`src/rtl/uart_arb_pkg.sv`:
```
// Shared types and constants for the two-requester UART transmit arbiter.
// Latency: n/a (types, constants and one helper function only).
// Backpressure: n/a.
package uart_arb_pkg;

  // Arbiter FSM states.
  typedef enum logic [1:0] {
    ST_IDLE    = 2'd0,  // waiting for a lock with the UART quiet
    ST_SETTLE  = 2'd1,  // baud generator retuning after a speed change
    ST_GRANTED = 2'd2,  // owner may strobe bytes
    ST_DRAIN   = 2'd3   // owner released; waiting for the last byte to leave
  } arb_state_t;

  // Requester identity, used for both the owner and the round-robin pointer.
  typedef enum logic {
    REQ_A = 1'b0,
    REQ_B = 1'b1
  } req_t;

  // Baud select codes driven onto speed_sel.
  localparam logic SPEED_SLOW = 1'b0;
  localparam logic SPEED_FAST = 1'b1;

  // Default settle time after a baud change (legal range 1..255).
  localparam int SETTLE_CYCLES_DEFAULT = 16;

  // Settle counter width; wide enough for the largest legal settle time.
  localparam int CNT_W = 8;

  // The requester that is not r; used to advance the round-robin pointer.
  function automatic req_t other_req(input req_t r);
    return (r == REQ_A) ? REQ_B : REQ_A;
  endfunction

endpackage

```
`src/rtl/uart_tx_arbiter.sv`:
```
// Arbitrates two byte requesters onto one UART transmitter, retuning baud between owners.
// Latency: accepted send strobe appears on tx_send/tx_data one clock later.
// Backpressure: x_busy high blocks strobes; strobes made while busy are dropped.
//
// Ports:
//   clk, rst                 system clock, asynchronous active-high reset
//   a_/b_lock                requester holds the channel for a whole message while high
//   a_/b_speed               baud the requester needs (SPEED_SLOW / SPEED_FAST)
//   a_/b_data, a_/b_send     byte and one-cycle strobe from each requester
//   a_/b_busy, a_/b_grant    per-requester flow control and ownership
//   tx_data, tx_send         registered byte and strobe to the UART transmitter
//   tx_busy                  UART busy, rises the cycle after tx_send is sampled
//   speed_sel                registered baud select to the UART baud generator
module uart_tx_arbiter
  import uart_arb_pkg::*;
#(
  parameter int SETTLE_CYCLES = SETTLE_CYCLES_DEFAULT
) (
  input  logic       clk,
  input  logic       rst,

  input  logic       a_lock,
  input  logic       a_speed,
  input  logic [7:0] a_data,
  input  logic       a_send,
  output logic       a_busy,
  output logic       a_grant,

  input  logic       b_lock,
  input  logic       b_speed,
  input  logic [7:0] b_data,
  input  logic       b_send,
  output logic       b_busy,
  output logic       b_grant,

  output logic [7:0] tx_data,
  output logic       tx_send,
  input  logic       tx_busy,
  output logic       speed_sel
);

  // Last count value spent in SETTLE; the counter starts at zero on entry,
  // so SETTLE lasts exactly SETTLE_CYCLES clocks.
  localparam logic [CNT_W-1:0] SETTLE_LAST = CNT_W'(SETTLE_CYCLES - 1);

  arb_state_t       state;
  arb_state_t       state_nxt;
  req_t             owner;
  req_t             rr;
  logic [CNT_W-1:0] cnt;

  // Arbitration and owner-side decode.
  logic       arb_go;      // a new owner is chosen this cycle
  req_t       pick;        // candidate owner if arbitration happens
  logic       pick_speed;  // baud the candidate needs
  logic       speed_chg;   // candidate needs a different baud than speed_sel
  logic       own_lock;
  logic       own_send;
  logic [7:0] own_data;
  logic       own_open;    // owner may strobe: granted, UART idle, no strobe in flight
  logic       send_ok;     // owner strobe accepted this cycle

  always_comb begin
    // Contention resolves to the round-robin pointer; otherwise the sole locker.
    if (a_lock && b_lock) begin
      pick = rr;
    end else if (a_lock) begin
      pick = REQ_A;
    end else begin
      pick = REQ_B;
    end

    pick_speed = (pick == REQ_A) ? a_speed : b_speed;
    speed_chg  = (pick_speed != speed_sel);
    arb_go     = (state == ST_IDLE) && (a_lock || b_lock) && !tx_busy;

    own_lock = (owner == REQ_A) ? a_lock : b_lock;
    own_send = (owner == REQ_A) ? a_send : b_send;
    own_data = (owner == REQ_A) ? a_data : b_data;

    // tx_send is included so a second strobe cannot slip in before the
    // UART has had a chance to raise tx_busy for the first one.
    own_open = (state == ST_GRANTED) && !tx_busy && !tx_send;
    send_ok  = own_open && own_send;
  end

  // FSM: state register.
  always_ff @(posedge clk or posedge rst) begin
    if (rst) begin
      state <= ST_IDLE;
    end else begin
      state <= state_nxt;
    end
  end

  // FSM: next-state logic.
  always_comb begin
    state_nxt = state;
    unique case (state)
      ST_IDLE: begin
        if (arb_go) begin
          state_nxt = speed_chg ? ST_SETTLE : ST_GRANTED;
        end
      end
      ST_SETTLE: begin
        // An abandoned lock wins over settle completion.
        if (!own_lock) begin
          state_nxt = ST_IDLE;
        end else if (cnt == SETTLE_LAST) begin
          state_nxt = ST_GRANTED;
        end
      end
      ST_GRANTED: begin
        if (!own_lock) begin
          state_nxt = ST_DRAIN;
        end
      end
      ST_DRAIN: begin
        // Wait for both a strobe still in flight and the UART frame itself.
        if (!tx_send && !tx_busy) begin
          state_nxt = ST_IDLE;
        end
      end
      default: state_nxt = ST_IDLE;
    endcase
  end

  // FSM: outputs.
  always_comb begin
    a_grant = 1'b0;
    b_grant = 1'b0;
    if ((state == ST_GRANTED) || (state == ST_DRAIN)) begin
      a_grant = (owner == REQ_A);
      b_grant = (owner == REQ_B);
    end
    a_busy = !(own_open && (owner == REQ_A));
    b_busy = !(own_open && (owner == REQ_B));
  end

  // Owner, round-robin pointer, settle counter and baud select.
  always_ff @(posedge clk or posedge rst) begin
    if (rst) begin
      owner     <= REQ_A;
      rr        <= REQ_A;
      cnt       <= '0;
      speed_sel <= SPEED_SLOW;
    end else begin
      if (arb_go) begin
        owner <= pick;
        // speed_sel only ever moves on the way into SETTLE; an owner changing
        // its speed input later has no effect until the next arbitration.
        if (speed_chg) begin
          speed_sel <= pick_speed;
          cnt       <= '0;
        end
      end

      if (state == ST_SETTLE) begin
        cnt <= cnt + 1'b1;
      end

      // Only a completed message moves the pointer; an abort in SETTLE leaves it.
      if ((state == ST_DRAIN) && (state_nxt == ST_IDLE)) begin
        rr <= other_req(owner);
      end
    end
  end

  // Transmit register; tx_data holds its value between strobes.
  always_ff @(posedge clk or posedge rst) begin
    if (rst) begin
      tx_send <= 1'b0;
      tx_data <= '0;
    end else begin
      tx_send <= send_ok;
      if (send_ok) begin
        tx_data <= own_data;
      end
    end
  end

endmodule

```
`config.mk`:
```
export PLATFORM = sky130hd
export DESIGN_NAME = uart_tx_arbiter
export DESIGN_NICKNAME = d
export VERILOG_FILES = /design/src/rtl/uart_arb_pkg.sv /design/src/rtl/uart_tx_arbiter.sv
export SDC_FILE = /design/constraint.sdc
export NUM_CORES = 1
export LEC_CHECK = 0
export ABC_AREA = 0
export BUFFER_PORTS_ARGS = -buffer_cell sky130_fd_sc_hd__buf_2
export CORE_MARGIN = 2
export CORE_UTILIZATION = 45
export DETAILED_ROUTE_END_ITERATION = 6
export PLACE_DENSITY = 0.72
export RECOVER_POWER = 50
export SLEW_MARGIN = 15
export SYNTH_ARGS = -nofsm -noshare
export SYNTH_HDL_FRONTEND = slang
export SYNTH_SLANG_ARGS = --single-unit
```
`constraint.sdc`:
```
create_clock -name clk -period 3.27 [get_ports clk]
set_input_delay 0.1635 -clock clk [delete_from_list [all_inputs] [get_ports clk]]
set_output_delay 0.1635 -clock clk [all_outputs]
set_load 0.02 [all_outputs]
```
==> impl_metrics.py, run 1 <==
metrics = {
    "timing": {
        "finalSetupViolCount": 0,
        "relSlewSlack": 0.450,
        "finalMaxSlewViolations": 0,
        "fin_worst_skew_ps": 2.15,
        "fmaxAchievable_mhz": 554,
        "hold_viol_final": 0,
        "period_minus_slack_ps": 1800,
        "tightest_slew_ps": 825,
        "timing.final.crit_share": 0.552,
        "rsz0062_at_grt": "false",
        "finalSetupTns_ps": 0,
    },
    "setup_path": {
        "path_delay_family": "flip-flops",
        "rr_worst_depth": 3,
        "critical_path.max_fanout": 17,
        "path_depth": 3,
        "required_ps": 3460,
        "path_cells": "mux2i_1 -> nor3_4 -> mux2_2",
        "arrival_ps": 2000,
        "worstReg2RegEnd": "tx_data[5]$_DFFE_PP0P_",
        "r2r-start": "owner$_DFFE_PP0N_",
        "worstSetupPathType": "reg2reg",
        "start_kind": "flop",
        "r2r_slack_ps": 1470,
        "cpPeakStageDelay_ps": 730,
        "crit_buf_inv": 0,
        "crit_path_end_kind": "flop",
        "critPathLaunch": "owner$_DFFE_PP0N_",
        "endpoint": "tx_data[5]$_DFFE_PP0P_",
        "cpMaxStageDelayCell": "dfrtp_1",
    },
    "logic_synthesis": {
        "yosys_most_used_dff": "dfrtp_1",
        "yosysTopAreaCellShare": 0.458,
        "synth_edf_count": 0,
        "ys_seq_elements": 22,
        "post_synth.cell_area_avg_um2": 10.1,
        "yosys.area.top_type": "dfrtp_1",
        "syn_nets": 145,
        "syn_area_um2": 1200,
        "ys_warn_count": 0,
        "synth_cell_types": 32,
        "synth-async-reset-ratio": 1.00,
        "syn_inst": 119,
        "ys_seq_area_frac": 0.458,
        "synth_area_leaders": "dfrtp_1, mux2_2, nand2_1",
    },
    "grt": {
        "grt_max_degree": 23,
        "use_met2": 0.298,
        "gr-total-overflow": 0,
        "grt_pass1_vias": 958,
        "grt.busiest_layer": "met2",
        "grt_pass1_wl_um": 4100,
        "use_met1": 0.192,
        "grt_antenna_before_repair": 0,
        "grt_use_total": 0.160,
        "met3_usage": 0.0233,
    },
    "drt": {
        "routed_via_density": 5.28,
        "firstDrtPassIters": 4,
        "antenna_left": 0,
        "first_iter_violations": 23,
        "wl_per_cell_um": 12.7,
        "num_vias": 976,
        "route.detailed.drc": 0,
        "wl_um": 2350,
    },
    "pwr": {
        "p_clk_frac": 0.104,
        "p_int_uw": 674,
        "p_comb_frac": 0.444,
        "power.leakage_uw": 0.000650,
        "peakVddDrop_uv": 483,
        "net-switching-power_uw": 486,
        "switching_share": 0.419,
        "powerDensity_nw_per_um2": 817,
        "p_seq_frac": 0.452,
    },
    "clock_network": {
        "postCtsSetupBuffers": 0,
        "ctsRootBufferMaster": "clkbuf_4",
        "ctsHoldBuffers": 0,
        "clock_path_buffers": 2,
        "cts_tree": "yes",
        "cts.clk_slew.worst_paths_ps": 120,
        "clock-sinks": 22,
        "numCtsBuffers": 3,
        "ctsResizeCount": 0,
        "clk_latency_ps": 300,
        "cts_htree_levels": 1,
    },
    "cells_and_area": {
        "area_delta_synth_final_pct": 18.1,
        "nets": 183,
        "n_antenna_cell": 0,
        "design_area_um2": 1420,
        "seqCellArea_um2": 551,
        "layout_commonest_cell": "buf_2",
        "drive_gt1_frac": 0.361,
        "final_cell_mix": "buf_2, dfrtp_1, mux2_2, nor2_1, nand2_1",
        "final.fill_count": 224,
        "multiInputGateArea_um2": 621,
    },
    "die": {
        "fp.dieW_um": 55.7,
        "die_area_um2": 3100,
        "initial_utilization": 0.481,
        "num_rows": 18,
        "core_area_um2": 2500,
        "ios": 39,
        "die_y_um": 55.7,
    },
    "placement": {
        "hpwl_um": 1850,
        "place_congestion": 0.762,
        "portBuffers": 38,
        "place_area_um2": 1410,
    },
    "min_path": {
        "hold_path.class": "in2async",
    },
    "job": {
        "cap_violations": 0,
    },
    "status": {
        "status": "finished, final reports clean",
    },
}
-- cell families after synthesis --
logic type,after synthesis,share of synthesized area
buffers and inverters,7,0.0260
flip-flops,22,0.458
multiplexers,20,0.183
AO/OA/AOI/OAI,14,0.0697
XOR/XNOR,4,0.0291
AND/OR/NAND/NOR,51,0.224
adder cells (fa/ha/maj),1,0.0104
-- cell type report --
cell class | instances | area share
clock buffers | 3 | 0.0159
flip-flops and latches | 22 | 0.388
well taps | 30 | 0.0264
repair buffers | 38 | 0.128
inverters | 2 | 0.00529
multi-input cells | 90 | 0.437
-- worst min-delay path by stage --
stage | start | end | slack [ps] | cells past startpoint
floorplan | rst | cnt[0]$_DFFE_PP0P_ | 150 | 1
global placement | rst | tx_data[0]$_DFFE_PP0P_ | 360 | 2
detailed placement | rst | tx_data[0]$_DFFE_PP0P_ | 370 | 2
CTS | rst | tx_data[1]$_DFFE_PP0P_ | 30 | 2
global route | rst | tx_data[7]$_DFFE_PP0P_ | 80 | 2
finish | rst | tx_data[2]$_DFFE_PP0P_ | 8 | 2
-- state kept, by name (all words and copies together), names as in the netlist --
signal	count
cnt	8
tx_data	8
state	2
owner	1
rr	1
speed_sel	1
tx_send	1
-- routing by layer --
layer | vias to the layer above | part of all wire
met4 | 0 | 0.0064
met2 | 19 | 0.54
li1 | 486 | -
met5 | - | 0
met3 | 2 | 0.036
met1 | 469 | 0.42
-- cells in the mapped netlist, types with 2 or more instances --
| library cell | number |
|---|---|
| nor2b_1 | 4 |
| o21ai_0 | 4 |
| buf_2 | 4 |
| a21oi_1 | 3 |
| inv_1 | 2 |
| nor3_1 | 3 |
| o22ai_1 | 3 |
| or3_1 | 2 |
| nand2b_1 | 4 |
| nor2_1 | 13 |
| and3_1 | 2 |
| mux2i_1 | 4 |
| nand4_1 | 2 |
| xor2_1 | 3 |
| dfrtp_1 | 22 |
| mux2_2 | 16 |
| nand2_1 | 13 |
-- power by group through the flow --
stage | Clock [uW] | Sequential (uW) | Combinational [uW]
final | 120 | 525 | 516
after global routing | 132 | 544 | 573
after CTS | 122 | 523 | 535
after detailed placement | 0 | 528 | 533
after global placement | 0 | 518 | 522
after floorplan | 0 | 528 | 392
-- metrics by stage --
step	hold slack [ps]	setup WS [ps]	total power [uW]	std cells	util
floorplan	153	1750	920	119	-
global placement	362	1550	1040	182	0.563
detailed placement	367	1490	1060	182	0.563
CTS	34.4	1460	1180	185	0.572
global route	79.7	1330	1250	185	0.568
finish	7.89	1470	1160	185	0.568
No activity file was read; power rests on OpenSTA's default activity.
==> inputs of run 2 (changes only) <==
--- a/config.mk
+++ b/config.mk
@@ -10,7 +10,7 @@
 export CORE_MARGIN = 2
 export CORE_UTILIZATION = 45
 export DETAILED_ROUTE_END_ITERATION = 6
-export PLACE_DENSITY = 0.72
+export PLACE_DENSITY = 0.75
 export RECOVER_POWER = 50
 export SLEW_MARGIN = 15
 export SYNTH_ARGS = -nofsm -noshare
==> constraint.sdc (replaced) <==
create_clock -name clk -period 1.5 [get_ports clk]
set_input_delay 0.075 -clock clk [delete_from_list [all_inputs] [get_ports clk]]
set_output_delay 0.075 -clock clk [all_outputs]
set_load 0.02 [all_outputs]
==> run 2 against run 1 <==
Effect of this change:
- worst hold slack improved by 77 ps
- global-route usage increased by 5.6 points
- sequential power increased by 98%
- the run now ends with negative setup slack left
- clock power increased to 2.7 times the previous value
- critical path type is now reg2out
- total power increased to 2.7 times the previous value
- clock skew increased by 1.0 ps
- sequential share of layout area decreased by 6.3 points
- first-iteration DRC count increased by 17%
==> impl_metrics.py, run 2 (synthesis gave the netlist of run 1 again) <==
metrics = {
    "clock_network": {
        "numCtsBuffers": 3,
        "ctsRootBufferMaster": "clkbuf_4",
        "cts_htree_levels": 1,
        "clock-sinks": 22,
        "clock_path_buffers": 2,
        "clk_latency_ps": 300,
        "cts.clk_slew.worst_paths_ps": 120,
        "cts_tree": "yes",
    },
    "setup_path": {
        "r2r-start": "cnt[4]$_DFFE_PP0P_",
        "cpMaxStageDelayCell": "dfrtp_2",
        "worstSetupPathType": "reg2out",
        "r2r_slack_ps": -10,
        "crit_path_end_kind": "output port",
        "cpPeakStageDelay_ps": 450,
        "crit_buf_inv": 1,
        "critical_path.max_fanout": 3,
        "path_delay_family": "simple AND/OR/NAND/NOR gates",
        "required_ps": 1420,
        "rr_worst_depth": 4,
        "start_kind": "flop",
        "worstReg2RegEnd": "state[0]$_DFF_PP0_",
        "path_cells": "nor2_4 -> nand2_4 -> or3_4 -> buf_6",
        "arrival_ps": 1440,
    },
    "status": {
        "violations": "negative setup slack",
        "status": "finished with violations",
    },
    "timing": {
        "timing.final.crit_share": 1.01,
        "hold_ws_ps": 84.5,
        "rsz0062_at_grt": "true",
        "finalMaxSlewViolations": 0,
        "period_minus_slack_ps": 1520,
        "tightest_slew_ps": 439,
        "relSlewSlack": 0.707,
        "hold_viol_final": 0,
        "finalSetupViolCount": 2,
        "fin_worst_skew_ps": 3.16,
        "setup_ws_ps": -15.8,
        "fmaxAchievable_mhz": 660,
    },
    "cells_and_area": {
        "nets": 206,
        "drive_gt1_frac": 0.531,
        "area_delta_synth_final_pct": 41.5,
        "utilization": 0.681,
        "layout_commonest_cell": "buf_2",
        "final_cell_mix": "buf_2, dfrtp_1, buf_4, mux2_2",
        "final_cell_count_no_fill": 209,
        "top_regs": "cnt x8, tx_data x8, state x2",
        "n_antenna_cell": 0,
    },
    "die": {
        "initial_utilization": 0.481,
        "die_y_um": 55.7,
        "ios": 39,
        "core_area_um2": 2500,
        "fp.dieW_um": 55.7,
        "num_rows": 18,
        "die_area_um2": 3100,
    },
    "job": {
        "cap_violations": 0,
    },
    "placement": {
        "hpwl_um": 2220,
        "portBuffers": 38,
        "dp_slack_ps": -27.9,
        "place_congestion": 0.784,
        "dp.cells": 199,
    },
    "pwr": {
        "peakVddDrop_uv": 1360,
        "power.leakage_uw": 0.000811,
        "powerDensity_nw_per_um2": 1820,
        "power_uw": 3100,
    },
    "drt": {
        "firstDrtPassIters": 4,
        "routed_via_density": 5.18,
        "wl_um": 2930,
        "wl_per_cell_um": 14.0,
        "first_iter_violations": 27,
        "num_vias": 1082,
        "antenna_left": 0,
        "route.detailed.drc": 0,
    },
    "grt": {
        "grt_antenna_before_repair": 0,
        "grt_max_degree": 13,
        "gr-total-overflow": 0,
        "grt_pass1_wl_um": 5340,
        "grt_pass1_vias": 1256,
        "grt_use_total": 0.216,
    },
    "min_path": {
        "min_from": "b_lock",
        "min_to": "owner$_DFFE_PP0N_",
        "hold_path.class": "in2reg",
        "hold-path-cell-count": 3,
    },
}
-- run 2: cell count changes in the layout (fill, tap and decap cells not counted), sizes merged --
cell	change
buf	+26
clkbuf	-3
dlygate4sd3	+1
-- run 2: power by group --
part	switching (uW)	total, uW	internal, uW
Combinational	852	1730	875
Sequential	192	1040	849
Clock	180	328	148
-- run 2: tightest hold or removal path, stage by stage --
cell and delay [ps]:
buf_2 150, a21oi_1 50, nor2_1 80
-- run 2: area by class of cell --
cell class | instances | area (um^2)
Inverter | 2 | 7.51
Multi-Input combinational cell | 90 | 682
Clock buffer | 4 | 36.3
Tap cell | 30 | 37.5
Timing Repair Buffer | 61 | 385
Fill cell | 203 | 798
Sequential cell | 22 | 553
-- run 2: stage by stage --
stage / instance area (um^2) / setup TNS, ps
2_1_floorplan: 1210 / 0
3_3_place_gp: 1540 / 0
3_5_place_dp: 1540 / -27.9
4_1_cts: 1660 / -3.77
5_1_grt: 1700 / -189
6_report: 1700 / -23.7
-- run 2: timing repair --
item | in CTS | in global routing
hold buffers | 1 | 0
hold endpoints to repair | 10 | 0
gates resized for setup | 10 | 12
endpoints found under the setup margin | 2 | 20
setup buffers | 5 | 0
pin swaps | 2 | 1
-- run 2: worst max-delay path by stage --
stage                                   from                     end  slack (ps)  depth (start not counted)
after floorplan            owner$_DFFE_PP0N_  tx_data[0]$_DFFE_PP0P_           7                          4
after global placement    cnt[7]$_DFFE_PP0P_      state[0]$_DFF_PP0_          10                          4
after detailed placement  cnt[7]$_DFFE_PP0P_      state[0]$_DFF_PP0_         -30                          4
after CTS                 cnt[4]$_DFFE_PP0P_      state[0]$_DFF_PP0_          -4                          4
after global routing       tx_send$_DFF_PP0_                  a_busy         -80                          4
final                      tx_send$_DFF_PP0_                  a_busy         -20                          4
-- run 2: per-layer routing --
layer,vias to the layer above,GRT usage,share of wire
met5,-,0,0
met4,0,0.0871,0.0044
met3,2,0.0326,0.033
met2,21,0.406,0.56
met1,521,0.240,0.40
li1,538,-,-
